### src/rtl/game_timer_if.sv
// Control/status bundle for game_timer: the controller drives Start/Pause/Load,
// the timer returns the BCD count, pulses, levels and its current FSM state.
interface game_timer_if #(
  parameter int DIGITS = 2
);
  logic                  Start;
  logic                  Pause;
  logic                  Load;
  logic [4*DIGITS-1:0]   LoadValue;
  logic [4*DIGITS-1:0]   BcdValue;
  logic                  Tick;
  logic                  Running;
  logic                  Expired;
  logic                  Done;
  logic                  Warning;
  logic [1:0]            StateDbg;

  modport master (
    output Start, Pause, Load, LoadValue,
    input  BcdValue, Tick, Running, Expired, Done, Warning, StateDbg
  );

  modport slave (
    input  Start, Pause, Load, LoadValue,
    output BcdValue, Tick, Running, Expired, Done, Warning, StateDbg
  );
endinterface

### src/rtl/game_timer.sv
// BCD countdown game timer with one-second prescaler and IDLE/RUN/PAUSED/DONE FSM.
// Optional low-time Warning output is built only when GAME_TIMER_WARN_EN is defined.
module game_timer #(
  parameter int                     CLOCK_FREQUENCY = 50000000,
  parameter int                     DIGITS          = 2,
  parameter logic [4*DIGITS-1:0]    START_VALUE     = 'h60
) (
  input  logic        ClockIn,
  input  logic        Reset,
  game_timer_if.slave Bus
);

  localparam int PW = $clog2(CLOCK_FREQUENCY);
  localparam logic [PW-1:0] PRESC_RELOAD = PW'(CLOCK_FREQUENCY - 1);
  localparam int BW = 4 * DIGITS;

  typedef enum logic [1:0] {
    IDLE   = 2'd0,
    RUN    = 2'd1,
    PAUSED = 2'd2,
    DONE   = 2'd3
  } state_t;

  state_t          state, nextState;
  logic [BW-1:0]   bcdReg, nextBcd;
  logic [PW-1:0]   prescReg, nextPresc;
  logic            tickReg, nextTick;
  logic            expiredReg, nextExpired;
  logic            runningReg;
  logic            doneReg;
  logic [BW-1:0]   decValue;
  logic [BW-1:0]   loadClamped;
  logic            startReq;

  // Borrow ripples upward only through zero digits.
  function automatic logic [BW-1:0] bcdDec(input logic [BW-1:0] v);
    logic [BW-1:0] r;
    logic          borrow;
    r      = v;
    borrow = 1'b1;
    for (int i = 0; i < DIGITS; i++) begin
      if (borrow) begin
        if (v[4*i +: 4] == 4'd0) begin
          r[4*i +: 4] = 4'd9;
        end else begin
          r[4*i +: 4] = v[4*i +: 4] - 4'd1;
          borrow      = 1'b0;
        end
      end
    end
    return r;
  endfunction

  function automatic logic [BW-1:0] bcdClamp(input logic [BW-1:0] v);
    logic [BW-1:0] r;
    r = v;
    for (int i = 0; i < DIGITS; i++) begin
      if (v[4*i +: 4] > 4'd9) r[4*i +: 4] = 4'd9;
    end
    return r;
  endfunction

  assign decValue    = bcdDec(bcdReg);
  assign loadClamped = bcdClamp(Bus.LoadValue);
  // Pause overrides Start, and a zero count can never be started.
  assign startReq    = Bus.Start && !Bus.Pause && (bcdReg != '0);

  always_comb begin
    nextState   = state;
    nextBcd     = bcdReg;
    nextPresc   = prescReg;
    nextTick    = 1'b0;
    nextExpired = 1'b0;
    case (state)
      IDLE, DONE: begin
        if (Bus.Load) begin
          nextBcd   = loadClamped;
          nextState = IDLE;
        end else if (startReq) begin
          nextState = RUN;
          nextPresc = PRESC_RELOAD;
        end
      end
      RUN: begin
        if (Bus.Pause) begin
          nextState = PAUSED;
        end else if (prescReg == '0) begin
          nextPresc = PRESC_RELOAD;
          nextBcd   = decValue;
          nextTick  = 1'b1;
          if (decValue == '0) begin
            nextState   = DONE;
            nextExpired = 1'b1;
          end
        end else begin
          nextPresc = prescReg - 1'b1;
        end
      end
      PAUSED: begin
        // Resuming keeps the held prescaler so the partial second is honoured.
        if (Bus.Load) begin
          nextBcd = loadClamped;
        end else if (startReq) begin
          nextState = RUN;
        end
      end
      default: nextState = IDLE;
    endcase
  end

  always_ff @(posedge ClockIn) begin
    if (Reset) begin
      state      <= IDLE;
      bcdReg     <= START_VALUE;
      prescReg   <= PRESC_RELOAD;
      tickReg    <= 1'b0;
      expiredReg <= 1'b0;
      runningReg <= 1'b0;
      doneReg    <= 1'b0;
    end else begin
      state      <= nextState;
      bcdReg     <= nextBcd;
      prescReg   <= nextPresc;
      tickReg    <= nextTick;
      expiredReg <= nextExpired;
      runningReg <= (nextState == RUN);
      doneReg    <= (nextState == DONE);
    end
  end

`ifdef GAME_TIMER_WARN_EN
  logic        warningReg;
  logic [31:0] nextWide;

  assign nextWide = 32'(nextBcd);

  // BCD ordering matches binary ordering, so a plain compare against 'h10 works.
  always_ff @(posedge ClockIn) begin
    if (Reset) begin
      warningReg <= 1'b0;
    end else begin
      warningReg <= ((nextState == RUN) || (nextState == PAUSED)) &&
                    (nextWide != 32'h0) && (nextWide <= 32'h10);
    end
  end

  assign Bus.Warning = warningReg;
`else
  assign Bus.Warning = 1'b0;
`endif

  assign Bus.BcdValue = bcdReg;
  assign Bus.Tick     = tickReg;
  assign Bus.Expired  = expiredReg;
  assign Bus.Running  = runningReg;
  assign Bus.Done     = doneReg;
  assign Bus.StateDbg = state;

endmodule

### src/flat_wrapper.sv
// flat-port wrapper written by rule: the top's interface ports become plain ports
module game_timer_flat 
#(
  parameter int                     CLOCK_FREQUENCY = 50000000,
  parameter int                     DIGITS          = 2,
  parameter logic [4*DIGITS-1:0]    START_VALUE     = 'h60
)
  (ClockIn, Reset, Bus_Start, Bus_Pause, Bus_Load, Bus_LoadValue, Bus_BcdValue, Bus_Tick, Bus_Running, Bus_Expired, Bus_Done, Bus_Warning, Bus_StateDbg);
  game_timer_if #(.DIGITS(DIGITS)) Bus_i ();
  input  logic ClockIn;
  input  logic Reset;
  input wire logic [$bits(Bus_i.Start)-1:0] Bus_Start;
  input wire logic [$bits(Bus_i.Pause)-1:0] Bus_Pause;
  input wire logic [$bits(Bus_i.Load)-1:0] Bus_Load;
  input wire logic [$bits(Bus_i.LoadValue)-1:0] Bus_LoadValue;
  output wire logic [$bits(Bus_i.BcdValue)-1:0] Bus_BcdValue;
  output wire logic [$bits(Bus_i.Tick)-1:0] Bus_Tick;
  output wire logic [$bits(Bus_i.Running)-1:0] Bus_Running;
  output wire logic [$bits(Bus_i.Expired)-1:0] Bus_Expired;
  output wire logic [$bits(Bus_i.Done)-1:0] Bus_Done;
  output wire logic [$bits(Bus_i.Warning)-1:0] Bus_Warning;
  output wire logic [$bits(Bus_i.StateDbg)-1:0] Bus_StateDbg;
  assign Bus_i.Start = Bus_Start;
  assign Bus_i.Pause = Bus_Pause;
  assign Bus_i.Load = Bus_Load;
  assign Bus_i.LoadValue = Bus_LoadValue;
  assign Bus_BcdValue = Bus_i.BcdValue;
  assign Bus_Tick = Bus_i.Tick;
  assign Bus_Running = Bus_i.Running;
  assign Bus_Expired = Bus_i.Expired;
  assign Bus_Done = Bus_i.Done;
  assign Bus_Warning = Bus_i.Warning;
  assign Bus_StateDbg = Bus_i.StateDbg;
  game_timer #(.CLOCK_FREQUENCY(CLOCK_FREQUENCY), .DIGITS(DIGITS), .START_VALUE(START_VALUE)) u_core (.ClockIn(ClockIn), .Reset(Reset), .Bus(Bus_i));
endmodule
### config.mk
export PLATFORM = sky130hd
export DESIGN_NAME = game_timer_flat
export DESIGN_NICKNAME = d
export VERILOG_FILES = /design/src/rtl/game_timer_if.sv /design/src/rtl/game_timer.sv /design/src/flat_wrapper.sv
export SDC_FILE = /design/constraint.sdc
export NUM_CORES = 1
export LEC_CHECK = 0
export ABC_AREA = 1
export ABC_CLOCK_PERIOD_IN_PS = 4600
export BUFFER_PORTS_ARGS = -buffer_cell sky130_fd_sc_hd__buf_4
export CAP_MARGIN = 20
export CORE_MARGIN = 2
export CORE_UTILIZATION = 62
export DETAILED_ROUTE_END_ITERATION = 7
export MAX_ROUTING_LAYER = met4
export PLACE_DENSITY_LB_ADDON = 0.08
export SYNTH_ARGS = -nofsm -noshare
export SYNTH_HDL_FRONTEND = slang
export SYNTH_SLANG_ARGS = --single-unit
### constraint.sdc
create_clock -name ClockIn -period 4.6 [get_ports ClockIn]
set_clock_uncertainty 0.15 [all_clocks]
set_input_delay 1.15 -clock ClockIn [delete_from_list [all_inputs] [get_ports ClockIn]]
set_output_delay 1.15 -clock ClockIn [all_outputs]
set_load 0.1 [all_outputs]
==> impl_results.md <==
* Final Hold Vio Count at 0
* Final instance area at 2670 um2
* Placeable Area at between 3000 and 4000 um2
* Critical Path Start Type: register
* Maximum VDD drop at slightly below 0.2 mV
* Initial core utilization at 64.5%
* Worst path max stage delay at about 0.47 ns
* Setup bufs post-CTS at 0
* DIE WIDTH at 65.9 um
* P per Cell Area at just under 300 nW/um2
* Iter 0 DRT Violations at about 180
* Aggregate negative setup slack at 0 ns
* CP Max Fanout at 15
* CP max stage cell: ha_1
* Post-Synthesis Cell Area at about 2400 um2
* Max-cap viol count at 0
* Wirelength per Cell at between 10 and 15 um
* Slew HR at approximately two thirds
* CTS tree: built
* Critical Path AT at roughly 2.6 ns
* Number of port buffers at 26
* Crit-path cells: inv_1, ha_1, inv_2, a21oi_4, a21boi_4, nand4_1, o21ai_1, nand3_1
* Commonest non-fill, non-tap cell in the layout: nand2_1
* CTS root buffer: clkbuf_8
* RSZ-0062 raised after global routing: no
* Layout net count at between 300 and 400
* Largest net degree at the start of global routing at 17
* Die area at around 4300 um2
* Clock buffer depth at 2
* Layout cells sized above 1 at between 10% and 20%
* Initial antenna violation count at 0
* GP Congestion at 0.918
* Fin crit share at between 50% and 60%
* Area growth syn-to-layout at 12.4%
* Most frequent cells in the layout: 76 x nand2_1, 49 x nor2_1, 44 x inv_1, 40 x dfxtp_1, 30 x nand3_1
* Worst Hold Class: register to register
* Cell Area, Placed at ~2600 um2
* Post-CTS sizing at 0
* Synth unique cells at 41
* GR Util All Layers at between 20% and 30%
* Slew @ Worst Pin at a little over 0.5 ns
* Final core utilization at 72.5%
* Via Count at roughly 2300
* Clk slew on worst S/H paths at 0.09 ns
* DRC viols at 0
* Hold_buf cts at 0
* Clk sink count at 40
* Minimum clock period at roughly 2.5 ns
* Power Total at just under 800 uW
* Critical Path End Type: register
* Post-DP HPWL at around 3900 um
* Global-route wire length before repair at about 9300 um
* Fmax at 393 MHz
* # IOs at 28
* Outcome: completed
* Wirelength, routed at 5390 um
* Syn_nets at 365
* Syn avg cell area at between 6 and 7 um2
* Total CTS buffers at 5
* Vias/cell at approximately 5.4
* Remaining antenna violation count after routing at 0
* Slew Limit Fails at 0
* Cell count after synthesis at about 350
* Row cnt at 22
* Kind of critical path: register to register
* FF+latch count, synth at 40
* Leak pwr at 0.00121 uW
* Number of global-route vias before repair at 2102
* Sequential share of the synthesized area at around a third
* CP Data Required Time at 4.62 ns
* Die Y at around 66 um
* Ys Warns at 0
* Total global routing overflow at 0
* WHS at 0.347 ns
* Clk_lat worst skew at approximately 0.30 ns
* Final setup viols at 0
* Ant diodes at 0
* First drt pass iteration count at 4
* H-tree lvl count at 2
## synthesized netlist by cell type
master / n / area share (%)
a22oi_1: 1 / 0.32
a32o_1: 1 / 0.42
nand3_2: 1 / 0.42
a31oi_1: 1 / 0.26
o311ai_0: 1 / 0.37
nor3_1: 8 / 1.7
ha_1: 3 / 1.6
nor3_2: 2 / 0.84
o21ai_1: 2 / 0.42
or2_0: 1 / 0.26
conb_1: 1 / 0.16
nor2_1: 49 / 7.7
nor3b_1: 1 / 0.32
buf_6: 2 / 0.95
nor2_2: 9 / 2.4
nand2_2: 5 / 1.3
nand3b_1: 1 / 0.32
nand4_4: 1 / 0.89
or2_1: 1 / 0.26
nand3_1: 30 / 6.3
nor4_1: 3 / 0.79
a21oi_1: 7 / 1.5
a21oi_4: 2 / 1.4
inv_2: 4 / 0.63
o21a_1: 1 / 0.32
o21ai_0: 13 / 2.7
o211ai_1: 5 / 1.6
nor2_4: 1 / 0.47
clkinv_1: 1 / 0.16
nand4_2: 1 / 0.53
inv_1: 44 / 6.9
xor2_1: 11 / 4.1
o31ai_1: 1 / 0.32
nand4_1: 6 / 1.6
nand2_1: 76 / 12
a21boi_4: 1 / 0.79
buf_4: 2 / 0.63
buf_2: 2 / 0.42
nand2_4: 1 / 0.47
a211oi_1: 6 / 1.9
dfxtp_1: 40 / 34
## area by class of cell
type	count	area, um2
multi-input combinational	254	1350
fill	313	1010
sequential	40	801
timing repair buffer	26	195
inverter	49	184
clock buffer	5	68.8
tap	48	60.1
clock inverter	3	18.8
## layer usage
| metal | wire (um) | GRT usage [%] | vias to the layer above |
|---|---|---|---|
| met5 | 0 | - | - |
| met4 | 66 | 8.42 | 0 |
| met3 | 314 | 5.11 | 9 |
| met2 | 2310 | 41.8 | 83 |
| met1 | 2700 | 39.4 | 1038 |
| li1 | - | - | 1183 |
## worst max-delay path, delay by kind of cell (launching register included)
family	cells	cell delay [ns]
AOI/OAI and AO/OA	3	0.80
and+or+nand+nor	2	0.30
DFF	1	0.38
adders and majority gates	1	0.47
buffers and inverters	2	0.30
## through the flow
step	std cells	setup slack [ns]
after floorplan	349	1.82
after global placement	417	1.92
after detailed placement	417	1.87
after CTS	425	2.07
after global routing	425	1.79
final	425	2.06
## report_power, final
group	switching, uW	internal, uW
Sequential	12.7	357
Combinational	124	43.8
Clock	131	106
Total	267	507
## registers in the layout, summed over array words and instances (netlist names)
name                 flops
u_core.Bus.BcdValue      8
u_core.Bus.Done          1
u_core.Bus.Expired       1
u_core.Bus.Running       1
u_core.Bus.StateDbg      2
u_core.Bus.Tick          1
u_core.prescReg         26
## kinds of logic after synthesis
group	count (synthesis)	share of synthesized area (%)
and+or+nand+nor	197	38.6
adders and majority gates	3	1.58
xor gates and xnor gates	11	4.05
DFF	40	33.7
other	1	0.158
buffers and inverters	55	9.73
AOI/OAI and AO/OA	42	12.3
## worst paths after layout
kind	depth (start not counted)	start	to	slack, ns
max reg2reg	8	u_core.Bus.StateDbg[1]	u_core.prescReg[14]	2.06
min reg2reg	2	u_core.prescReg[23]	u_core.prescReg[23]	0.35
min	2	u_core.prescReg[23]	u_core.prescReg[23]	0.35
max	8	u_core.Bus.StateDbg[1]	u_core.prescReg[14]	2.06
(Power assumes the default switching activity.)
